$ cat src/rtl/vga_sync_receiver.sv
// -----------------------------------------------------------------------------
// vga_sync_receiver
//
// Receive-side timing decoder for a VGA link driven from the same pixel clock.
// Registers the incoming sync/video/RGB once (S1), then derives pixel
// coordinates, measures line and frame geometry against the configured mode,
// counts timing errors, and declares lock after LOCK_FRAMES clean frames.
//
// Optional feature macro: VGA_RX_CHECKSUM_EN
//   defined   : 16-bit wrapping per-frame RGB checksum on frame_sum
//   undefined : frame_sum tied to zero
//
// Parameters:
//   H_DISPLAY   active pixels per line
//   H_TOTAL     clocks per line
//   H_SYNC      hsync low width in clocks
//   V_DISPLAY   active lines per frame
//   V_TOTAL     lines per frame
//   LOCK_FRAMES consecutive clean frames required for lock (1..15)
//
// Ports:
//   clk          pixel clock
//   reset        asynchronous, active-high
//   hsync_in     horizontal sync, active low
//   vsync_in     vertical sync, active low
//   video_on_in  active-video qualifier
//   rgb_in       {red[3:0], green[3:0], blue[3:0]}
//   pixel_valid  active pixel present on x_pos/y_pos/rgb_out
//   x_pos        active pixel column
//   y_pos        active line index
//   rgb_out      pixel data aligned with pixel_valid
//   frame_start  one-cycle pulse on vsync assertion
//   locked       timing locked
//   err_pulse    one-cycle pulse per cycle with any counted check failure
//   err_count    saturating error count
//   line_len     last measured hsync-fall-to-fall period
//   frame_sum    last frame RGB checksum
// -----------------------------------------------------------------------------
module vga_sync_receiver #(
  parameter int unsigned H_DISPLAY   = 640,
  parameter int unsigned H_TOTAL     = 800,
  parameter int unsigned H_SYNC      = 96,
  parameter int unsigned V_DISPLAY   = 480,
  parameter int unsigned V_TOTAL     = 525,
  parameter int unsigned LOCK_FRAMES = 2
) (
  input  logic        clk,
  input  logic        reset,
  input  logic        hsync_in,
  input  logic        vsync_in,
  input  logic        video_on_in,
  input  logic [11:0] rgb_in,
  output logic        pixel_valid,
  output logic [9:0]  x_pos,
  output logic [9:0]  y_pos,
  output logic [11:0] rgb_out,
  output logic        frame_start,
  output logic        locked,
  output logic        err_pulse,
  output logic [7:0]  err_count,
  output logic [10:0] line_len,
  output logic [15:0] frame_sum
);

  localparam logic [10:0] C_H_TOTAL = 11'(H_TOTAL);
  localparam logic [10:0] C_H_SYNC  = 11'(H_SYNC);
  localparam logic [10:0] C_H_DISP  = 11'(H_DISPLAY);
  localparam logic [10:0] C_TIMEOUT = 11'(2 * H_TOTAL);
  localparam logic [10:0] C_V_TOTAL = 11'(V_TOTAL);
  localparam logic [10:0] C_V_DISP  = 11'(V_DISPLAY);
  localparam logic [3:0]  C_LOCK    = 4'(LOCK_FRAMES);

  typedef enum logic [1:0] {
    ST_SEARCH  = 2'd0,
    ST_ACQUIRE = 2'd1,
    ST_LOCKED  = 2'd2
  } state_t;

  // ---------------------------------------------------------------------------
  // Stage S1 input registers and their previous values for edge detection.
  // Syncs idle high so reset does not fake an edge.
  // ---------------------------------------------------------------------------
  logic        r_s1_hs;
  logic        r_s1_vs;
  logic        r_s1_von;
  logic [11:0] r_s1_rgb;
  logic        r_s1_hs_d;
  logic        r_s1_vs_d;
  logic        r_s1_von_d;

  always_ff @(posedge clk or posedge reset) begin
    if (reset) begin
      r_s1_hs    <= 1'b1;
      r_s1_vs    <= 1'b1;
      r_s1_von   <= 1'b0;
      r_s1_rgb   <= '0;
      r_s1_hs_d  <= 1'b1;
      r_s1_vs_d  <= 1'b1;
      r_s1_von_d <= 1'b0;
    end else begin
      r_s1_hs    <= hsync_in;
      r_s1_vs    <= vsync_in;
      r_s1_von   <= video_on_in;
      r_s1_rgb   <= rgb_in;
      r_s1_hs_d  <= r_s1_hs;
      r_s1_vs_d  <= r_s1_vs;
      r_s1_von_d <= r_s1_von;
    end
  end

  logic w_hs_fall;
  logic w_hs_rise;
  logic w_vs_fall;
  logic w_von_rise;
  logic w_von_fall;

  assign w_hs_fall  =  r_s1_hs_d  & ~r_s1_hs;
  assign w_hs_rise  = ~r_s1_hs_d  &  r_s1_hs;
  assign w_vs_fall  =  r_s1_vs_d  & ~r_s1_vs;
  assign w_von_rise = ~r_s1_von_d &  r_s1_von;
  assign w_von_fall =  r_s1_von_d & ~r_s1_von;

  // ---------------------------------------------------------------------------
  // Geometry counters
  // ---------------------------------------------------------------------------
  logic [10:0] r_period;
  logic        r_period_vld;
  logic        r_to_armed;
  logic [10:0] r_width;
  logic        r_width_vld;
  logic [10:0] r_act;
  logic        r_act_vld;
  logic [10:0] r_lines;
  logic [10:0] r_act_lines;

  always_ff @(posedge clk or posedge reset) begin
    if (reset) begin
      r_period     <= '0;
      r_period_vld <= 1'b0;
      r_to_armed   <= 1'b1;
      r_width      <= '0;
      r_width_vld  <= 1'b0;
      r_act        <= '0;
      r_act_vld    <= 1'b0;
      r_lines      <= '0;
      r_act_lines  <= '0;
    end else begin
      // Period counter: 1 in the cycle after a fall, so at the next fall it
      // holds the exact fall-to-fall distance; sticks at all-ones.
      if (w_hs_fall) begin
        r_period     <= 11'd1;
        r_period_vld <= 1'b1;
      end else if (r_period != '1) begin
        r_period <= r_period + 11'd1;
      end

      // Timeout fires once per stall and rearms only on a real hsync fall.
      if (w_hs_fall) begin
        r_to_armed <= 1'b1;
      end else if (r_to_armed && (r_period == C_TIMEOUT)) begin
        r_to_armed <= 1'b0;
      end

      if (w_hs_fall) begin
        r_width     <= 11'd1;
        r_width_vld <= 1'b1;
      end else if (!r_s1_hs && (r_width != '1)) begin
        r_width <= r_width + 11'd1;
      end

      if (w_von_rise) begin
        r_act     <= 11'd1;
        r_act_vld <= 1'b1;
      end else if (r_s1_von && (r_act != '1)) begin
        r_act <= r_act + 11'd1;
      end

      // An hsync/video_on fall coincident with vsync fall opens the new frame.
      if (w_vs_fall) begin
        r_lines <= w_hs_fall ? 11'd1 : 11'd0;
      end else if (w_hs_fall && (r_lines != '1)) begin
        r_lines <= r_lines + 11'd1;
      end

      if (w_vs_fall) begin
        r_act_lines <= w_von_fall ? 11'd1 : 11'd0;
      end else if (w_von_fall && (r_act_lines != '1)) begin
        r_act_lines <= r_act_lines + 11'd1;
      end
    end
  end

  // ---------------------------------------------------------------------------
  // Checks
  // ---------------------------------------------------------------------------
  logic w_err_len;
  logic w_err_width;
  logic w_err_act;
  logic w_err_frame;
  logic w_err_to;
  logic w_err_any;
  logic w_err_cnt;

  assign w_err_len   = w_hs_fall & r_period_vld & (r_period != C_H_TOTAL);
  assign w_err_width = w_hs_rise & r_width_vld & (r_width != C_H_SYNC);
  assign w_err_act   = w_von_fall & r_act_vld & (r_act != C_H_DISP);
  assign w_err_frame = w_vs_fall &
                       ((r_lines != C_V_TOTAL) | (r_act_lines != C_V_DISP));
  assign w_err_to    = r_to_armed & (r_period == C_TIMEOUT);
  assign w_err_any   = w_err_len | w_err_width | w_err_act | w_err_frame | w_err_to;

  // ---------------------------------------------------------------------------
  // Lock FSM
  // ---------------------------------------------------------------------------
  state_t     r_state;
  state_t     w_state_nxt;
  logic [3:0] r_good;
  logic [3:0] w_good_nxt;
  logic [3:0] w_good_inc;
  logic       r_frame_err;
  logic       w_frame_err_nxt;

  assign w_good_inc = r_good + 4'd1;
  assign w_err_cnt  = w_err_any & (r_state != ST_SEARCH);

  always_ff @(posedge clk or posedge reset) begin
    if (reset) begin
      r_state     <= ST_SEARCH;
      r_good      <= '0;
      r_frame_err <= 1'b0;
    end else begin
      r_state     <= w_state_nxt;
      r_good      <= w_good_nxt;
      r_frame_err <= w_frame_err_nxt;
    end
  end

  always_comb begin
    w_state_nxt     = r_state;
    w_good_nxt      = r_good;
    w_frame_err_nxt = r_frame_err;
    unique case (r_state)
      ST_SEARCH: begin
        if (w_vs_fall) begin
          w_state_nxt     = ST_ACQUIRE;
          w_good_nxt      = '0;
          w_frame_err_nxt = 1'b0;
        end
      end
      ST_ACQUIRE: begin
        if (w_vs_fall) begin
          // An error in the vsync-fall cycle belongs to the frame that ends.
          w_frame_err_nxt = 1'b0;
          if (r_frame_err || w_err_any) begin
            w_good_nxt = '0;
          end else begin
            w_good_nxt = w_good_inc;
            if (w_good_inc == C_LOCK) begin
              w_state_nxt = ST_LOCKED;
            end
          end
        end else if (w_err_any) begin
          w_frame_err_nxt = 1'b1;
        end
      end
      ST_LOCKED: begin
        if (w_err_any) begin
          w_state_nxt = ST_SEARCH;
          w_good_nxt  = '0;
        end
      end
      default: begin
        w_state_nxt = ST_SEARCH;
        w_good_nxt  = '0;
      end
    endcase
  end

  assign locked = (r_state == ST_LOCKED);

  // ---------------------------------------------------------------------------
  // Output stage (S2)
  // ---------------------------------------------------------------------------
  always_ff @(posedge clk or posedge reset) begin
    if (reset) begin
      pixel_valid <= 1'b0;
      x_pos       <= '0;
      y_pos       <= '0;
      rgb_out     <= '0;
      frame_start <= 1'b0;
      err_pulse   <= 1'b0;
      err_count   <= '0;
      line_len    <= '0;
    end else begin
      pixel_valid <= r_s1_von;
      rgb_out     <= r_s1_rgb;
      frame_start <= w_vs_fall;
      err_pulse   <= w_err_cnt;

      if (w_von_rise) begin
        x_pos <= '0;
      end else if (r_s1_von) begin
        x_pos <= x_pos + 10'd1;
      end

      if (w_vs_fall) begin
        y_pos <= '0;
      end else if (w_von_fall) begin
        y_pos <= y_pos + 10'd1;
      end

      if (w_err_cnt && (err_count != '1)) begin
        err_count <= err_count + 8'd1;
      end

      if (w_hs_fall) begin
        line_len <= r_period;
      end
    end
  end

`ifdef VGA_RX_CHECKSUM_EN
  logic [15:0] r_csum;

  always_ff @(posedge clk or posedge reset) begin
    if (reset) begin
      r_csum    <= '0;
      frame_sum <= '0;
    end else if (w_vs_fall) begin
      frame_sum <= r_csum;
      r_csum    <= r_s1_von ? {4'd0, r_s1_rgb} : 16'd0;
    end else if (r_s1_von) begin
      r_csum <= r_csum + {4'd0, r_s1_rgb};
    end
  end
`else
  assign frame_sum = '0;
`endif

endmodule
$ cat config.mk
export PLATFORM = sky130hd
export DESIGN_NAME = vga_sync_receiver
export DESIGN_NICKNAME = d
export VERILOG_FILES = /design/src/rtl/vga_sync_receiver.sv
export SDC_FILE = /design/constraint.sdc
export NUM_CORES = 1
export LEC_CHECK = 0
export ABC_AREA = 1
export CORE_MARGIN = 4
export CORE_UTILIZATION = 35
export DETAILED_ROUTE_END_ITERATION = 10
export GPL_TIMING_DRIVEN = 0
export SLEW_MARGIN = 10
export SYNTH_ARGS = -nofsm -noshare
export SYNTH_HDL_FRONTEND = slang
export SYNTH_SLANG_ARGS = --single-unit
export TNS_END_PERCENT = 50
$ cat constraint.sdc
create_clock -name clk -period 3.95 [get_ports clk]
set_input_delay 0.395 -clock clk [delete_from_list [all_inputs] [get_ports clk]]
set_output_delay 0.395 -clock clk [all_outputs]
set_load 0.01 [all_outputs]
# After elaboration in Yosys (flattened, before gate mapping)

Cells that the tools add are included.

$add $sub $neg: 9
Eq/ne operators: 21
Mux-type cells: 33
Bitwise logic cells: 24
Reduce and logical (&&, ||, !) cells: 22

Operators by type and width:

| cell                    | count |
|---|---|
| $mux W11                | 10 |
| $add A11 B1 Y11 const B | 5 |
| $ne A11 B11 Y1 const B  | 5 |
| $mux W10                | 4 |
| $ne A11 B10 Y1 const B  | 3 |
| $add A10 B1 Y10 const B | 2 |
| $reduce_bool A2 Y1      | 10 |
| $mux W4                 | 4 |
| $and A1 B1 Y1           | 14 |
| $pmux W4 S3             | 1 |
| $eq A11 B11 Y1 const B  | 1 |
| $ne A11 B7 Y1 const B   | 1 |
| $ne A11 B9 Y1 const B   | 1 |
| $mux W2                 | 5 |
| $add A8 B1 Y8 const B   | 1 |
| $ne A2 B2 Y1 const B    | 4 |
| $ne A8 B8 Y1 const B    | 1 |
| $mux W1                 | 7 |
| $logic_and A1 B1 Y1     | 6 |
| $pmux W2 S3             | 1 |
| $reduce_and A3 Y1       | 2 |
| $not A1 Y1              | 5 |
| $or A1 B1 Y1            | 5 |
| $reduce_and A5 Y1       | 1 |
| other kinds (10)        | 10 |

Flip-flop bits (word level): 136
Input bits: 17
Output and inout bits: 71
Logic and storage cells: 134

# Logic depth before layout (Yosys ltp)

Depth in word-level cells: 12
Gate-level depth with buffers: 14
Depth with buffers taken out: 14

# Least setup slack after synthesis

Ideal clock, no wire load.

Kind: reg2reg
Start: register r_period[0]
End: register r_state[1]
Setup time: 0.119 ns
Arrival time: 1.519 ns
Data required time: 3.831 ns
Path slack: 2.312 ns
Stages on the path, launching flop included: 14
Path buffers: 0
Clock period less this slack: 1.638 ns
Cell sequence: dfrtp_1 > inv_1 > ha_1 > nand2_1 > nor2_1 > nand3_1 > nand2_1 > nand2_2 > nor2_4 > nand3_2 > nand2_4 > nor2_1 > nand2_1 > nand2_1

Longest elaborated chain between the ends: 9
Elaborated cells on any way between the ends: 12
Those cells by class: eq/ne (4); bitwise (6); reduce/logical (2)

RTL lines:

| what                                 | RTL line | RTL |
|---|---|---|
| start: declaration                   | 126      | `logic [10:0] r_period;` |
| start signal: assignment             | 154      | `r_period <= r_period + 11'd1;` |
| $ne A11 B10 Y1                       | 204      | `assign w_err_len = w_hs_fall & r_period_vld & (r_period != C_H_TOTAL);` |
| $and A1 B1 Y1                        | 204      |  |
| $or A1 B1 Y1 (3 in a row)            | 210      | `assign w_err_any = w_err_len \| w_err_width \| w_err_act \| w_err_frame \| w_err_to;` |
| $or A1 B1 Y1 *                       | 210      |  |
| $logic_or A1 B1 Y1                   | 254      | `if (r_frame_err \|\| w_err_any) begin` |
| $ne A2 B2 Y1 (no source line)        | --       |  |
| $reduce_and A5 Y1 (no source line) * | --       |  |
| end signal: assignment               | 232      | `r_state <= w_state_nxt;` |
| end: declaration                     | 215      | `state_t r_state;` |

Mark *: on every way between the ends. The rest lies on a longest branch, timed or not.
A chain may end at the register's enable or synchronous reset.

# Worst setup path after layout

Start: register r_state[1]
End: output locked

Longest elaborated chain between the ends: 1

RTL lines:

| what             | RTL line | RTL |
|---|---|---|
| $eq A2 B2 Y1     | 279      | `assign locked = (r_state == ST_LOCKED);` |
| end: declaration | 58       | `output logic locked,` |

No other way between the ends.

==> parameters.txt <==
Parameter                              Value

Run status
  Run status    completed

Worst setup path
  Origin of the critical flop-to-flop path    r_s1_hs
  Slowest cell on crit path    clkdlybuf4s50_1
  Required time of the critical path    3.56 ns
  Worst reg2reg path depth    5
  Worst path top cell family by delay    buffers and inverters
  Nature of the critical path endpoint    output pin
  Start point of the critical path    r_state[1]
  Worst Setup Path Type    flop to output pin
  Cells traversed along the worst timing path    inv_1 -> nor2_1 -> clkdlybuf4s50_1
  Delay of the slowest critical-path stage    0.58 ns
  Largest fanout on the critical path    3
  Reg-to-reg slack, setup    2.03 ns
  Buf+Inv Stages, Crit Path    2
  Arrival time reported for the critical path endpoint    1.58 ns
  End of the worst register-to-register path    line_len[2]
  Kind of start point of the critical path    flop

Layout
  Final core utilization    45.35%
  Diodes inserted    0
  Top library cells by usage in the layout, fill and taps aside    157 x nand2_1, 131 x dfrtp_1, 88 x inv_1, 71 x clkdlybuf4s50_1, 62 x nor2_1
  Fin area    8174 um2
  Most common cell after layout, fill and taps aside    nand2_1
  Fill cell instance count of the final layout    1,772
  Count of non-filler cells in the finished layout    1,098
  Layout area overhead    26.58%
  Share of post-route cells with drive strength above 1    11.97%
  Number of nets in the final layout    889

GRT
  Leftover overflow at the end of global routing    0
  Met1 Resource Use GR    17.84%
  Met2 demand-to-capacity share in global routing    21.85%
  Number of antenna violations at the first check in global routing    0
  Total routing resource utilization after global routing    13.97%
  Maximum number of pins on one net before global-route repair    35
  Most congested layer reported by global routing    met2
  Via count of the first global-routing pass    4,967
  Wire length of the first global-routing pass    23.25 mm
  Grt met3 use    4.825%

Routing
  Post-DRT Antenna Nets    0
  Detailed-route DRC error count    0
  Initial detailed-routing violation count    242
  Post-detailed-routing wire length    13.45 mm
  Vias after detailed routing    5,075
  Number of iterations in the first detailed-routing pass    4
  Routed WL per cell    12.25 um
  Via-to-Cell Ratio    4.622

Timing
  Final worst path period share    49.97%
  Pin slew with the least headroom to its limit    0.5789 ns
  Clock period minus final worst setup slack    1.974 ns
  Setup TNS    0 ns
  Unrepaired setup endpoints after global routing    no
  Final setup violating endpoints    0
  Final hold vios    0
  Max-slew violation total from the final report    0
  Worst slew margin relative to its limit    61.33%
  Maximum frequency from static timing analysis    506.6 MHz
  Worst clock skew    0.009138 ns

Yosys
  Yosys Warn Count    0
  Netlist cell types    41
  Area share of the leading cell type in the synthesized netlist    50.77%
  Largest area contributor in the synthesized netlist    dfrtp_1
  Async SR Flop Fraction    100.0%
  Sequential element share of the synthesized area    52.80%
  Most area-consuming cells after synthesis    dfrtp_1 51%, nand2_1 9.1%, inv_1 5.2%
  Post-Synthesis Cells    748
  Post-synthesis register bit count    136
  Mean area per synthesized cell    8.633 um2
  EDFF count, synth    0
  Area of the mapped netlist    6457 um2
  Main flop type after synthesis    dfrtp_1

Run
  Maximum Capacitance Violations    0

Power and ir drop
  Fraction of power spent switching nets    27.81%
  Switching power    0.001062 W
  Max rail drop VDD    419.6 uV
  Pwr Density    467.0 nW/um2
  Overall power of the completed layout    0.003817 W
  Combinational share of power    16.7%
  LEAKAGE    3.708 nW
  Cell internal power dissipation    0.002755 W
  Clock network fraction of design power    40.1%
  Sequential power share    43.2%

Floorplanning
  Starting density of the core    35.83%
  Core area    18,020 um2
  Number of placed I/O pins    88
  Width of the chip    143.8 um
  Die Outline Area    20,690 um2
  Placement row count    49
  Overall die height    143.8 um

Clock tree
  Clock sink count    136
  Post-CTS sizing    0
  Count of H-tree levels built during CTS    4
  CTS tree    done
  Insertion delay of the later-clocked pin in the worst-skew pair    0.41 ns
  Root Buffer    clkbuf_16
  Number of buffers added for setup after CTS    0
  Clock Tree Buf Depth    2
  Clock slew at the register clock pins of the worst setup and hold paths    0.06 ns
  Number of buffers inserted for hold repair after clock tree synthesis    0
  CTS Buf Count    17

Min path
  Hold Path Cell Cnt    0
  Min-delay worst type    flop to flop
  Startpoint of the worst hold path    r_s1_rgb[1]
  Hold endpoint    rgb_out[1]

Place
  Number of instances in the placed design    1,067
  Final GP Congestion    0.8474
  Post-place instance area    7602 um2
  PortBufs    71
  Final HPWL from detailed placement    9.752 mm
[metal layers]
layer | share of wire (%) | wire length, um
met4 | 1.4 | 195
met1 | 47 | 6317
met3 | 6.6 | 890
met5 | 0 | 0
met2 | 45 | 6046
[flip-flops by register name, indices dropped and copies added, names as in the netlist, 8 cells and up]
signal and count:
r_act 11, r_period 11, line_len 11, x_pos 10, r_lines 11, r_width 11, r_act_lines 11, y_pos 10
r_s1_rgb 12, err_count 8, rgb_out 12
[worst max-delay path by stage]
stage / to / slack [ns] / cells after the start
after detailed placement: line_len[2] / 1.97 / 5
final: locked / 1.98 / 3
after floorplan: err_count[0] / 1.87 / 1
after global routing: r_width[8] / 1.81 / 6
after global placement: err_count[4] / 0.55 / 2
after CTS: locked / 1.93 / 3
[cells in the mapped netlist (10+ instances only)]
cell	number
a21oi_1	36
buf_4	17
dfrtp_1	131
ha_1	15
inv_1	89
inv_2	10
nand2_1	157
nand3_1	38
nand4_1	21
nor2_1	62
nor3_1	27
o21ai_0	55
[worst register-to-register path, cell delays in order (launching register included)]
cell and delay [ns]:
dfstp_2 0.52, inv_1 0.06, nand2_1 0.19, clkbuf_1 0.42, clkbuf_1 0.43, o21ai_0 0.17
[metrics by stage]
step	worst slack, ns	hold slack (ns)
global placement	0.5548	0.3320
detailed placement	1.965	0.3347
global route	1.808	0.3546
finish	1.976	0.3479
floorplan	1.866	0.3312
CTS	1.928	0.3501
[cells by family (layout without fill, tap and decap cells)]
logic type	count (synthesis)	in the layout	synth area share [%]
flops	136	136	52.80
fa+ha+maj	15	15	2.906
simple gates	342	342	24.49
other cells	1	16	0.05807
compound gates	111	111	9.048
buf+inv	129	235	8.797
xor+xnor	14	14	1.899
[power groups by stage]
stage	Combinational [W]	Sequential, W	Clock (W)
floorplan	0.000369	0.00168	0
global placement	0.000629	0.00167	0
detailed placement	0.000646	0.00167	0
CTS	0.000650	0.00165	0.00158
global route	0.000737	0.00167	0.00164
finish	0.000638	0.00165	0.00153
[area by class of cell]
cell class,instances,area [um2],share of cell area [%]
Buffer,28,181.4,2.220
Clock buffer,19,442.9,5.419
Clock inverter,12,128.9,1.577
Inverter,101,390.4,4.776
Multi-Input combinational cell,498,2536,31.03
Sequential cell,136,3410,41.71
Tap cell,229,286.5,3.505
Timing Repair Buffer,75,798.3,9.766
(Power assumes the default switching activity.)
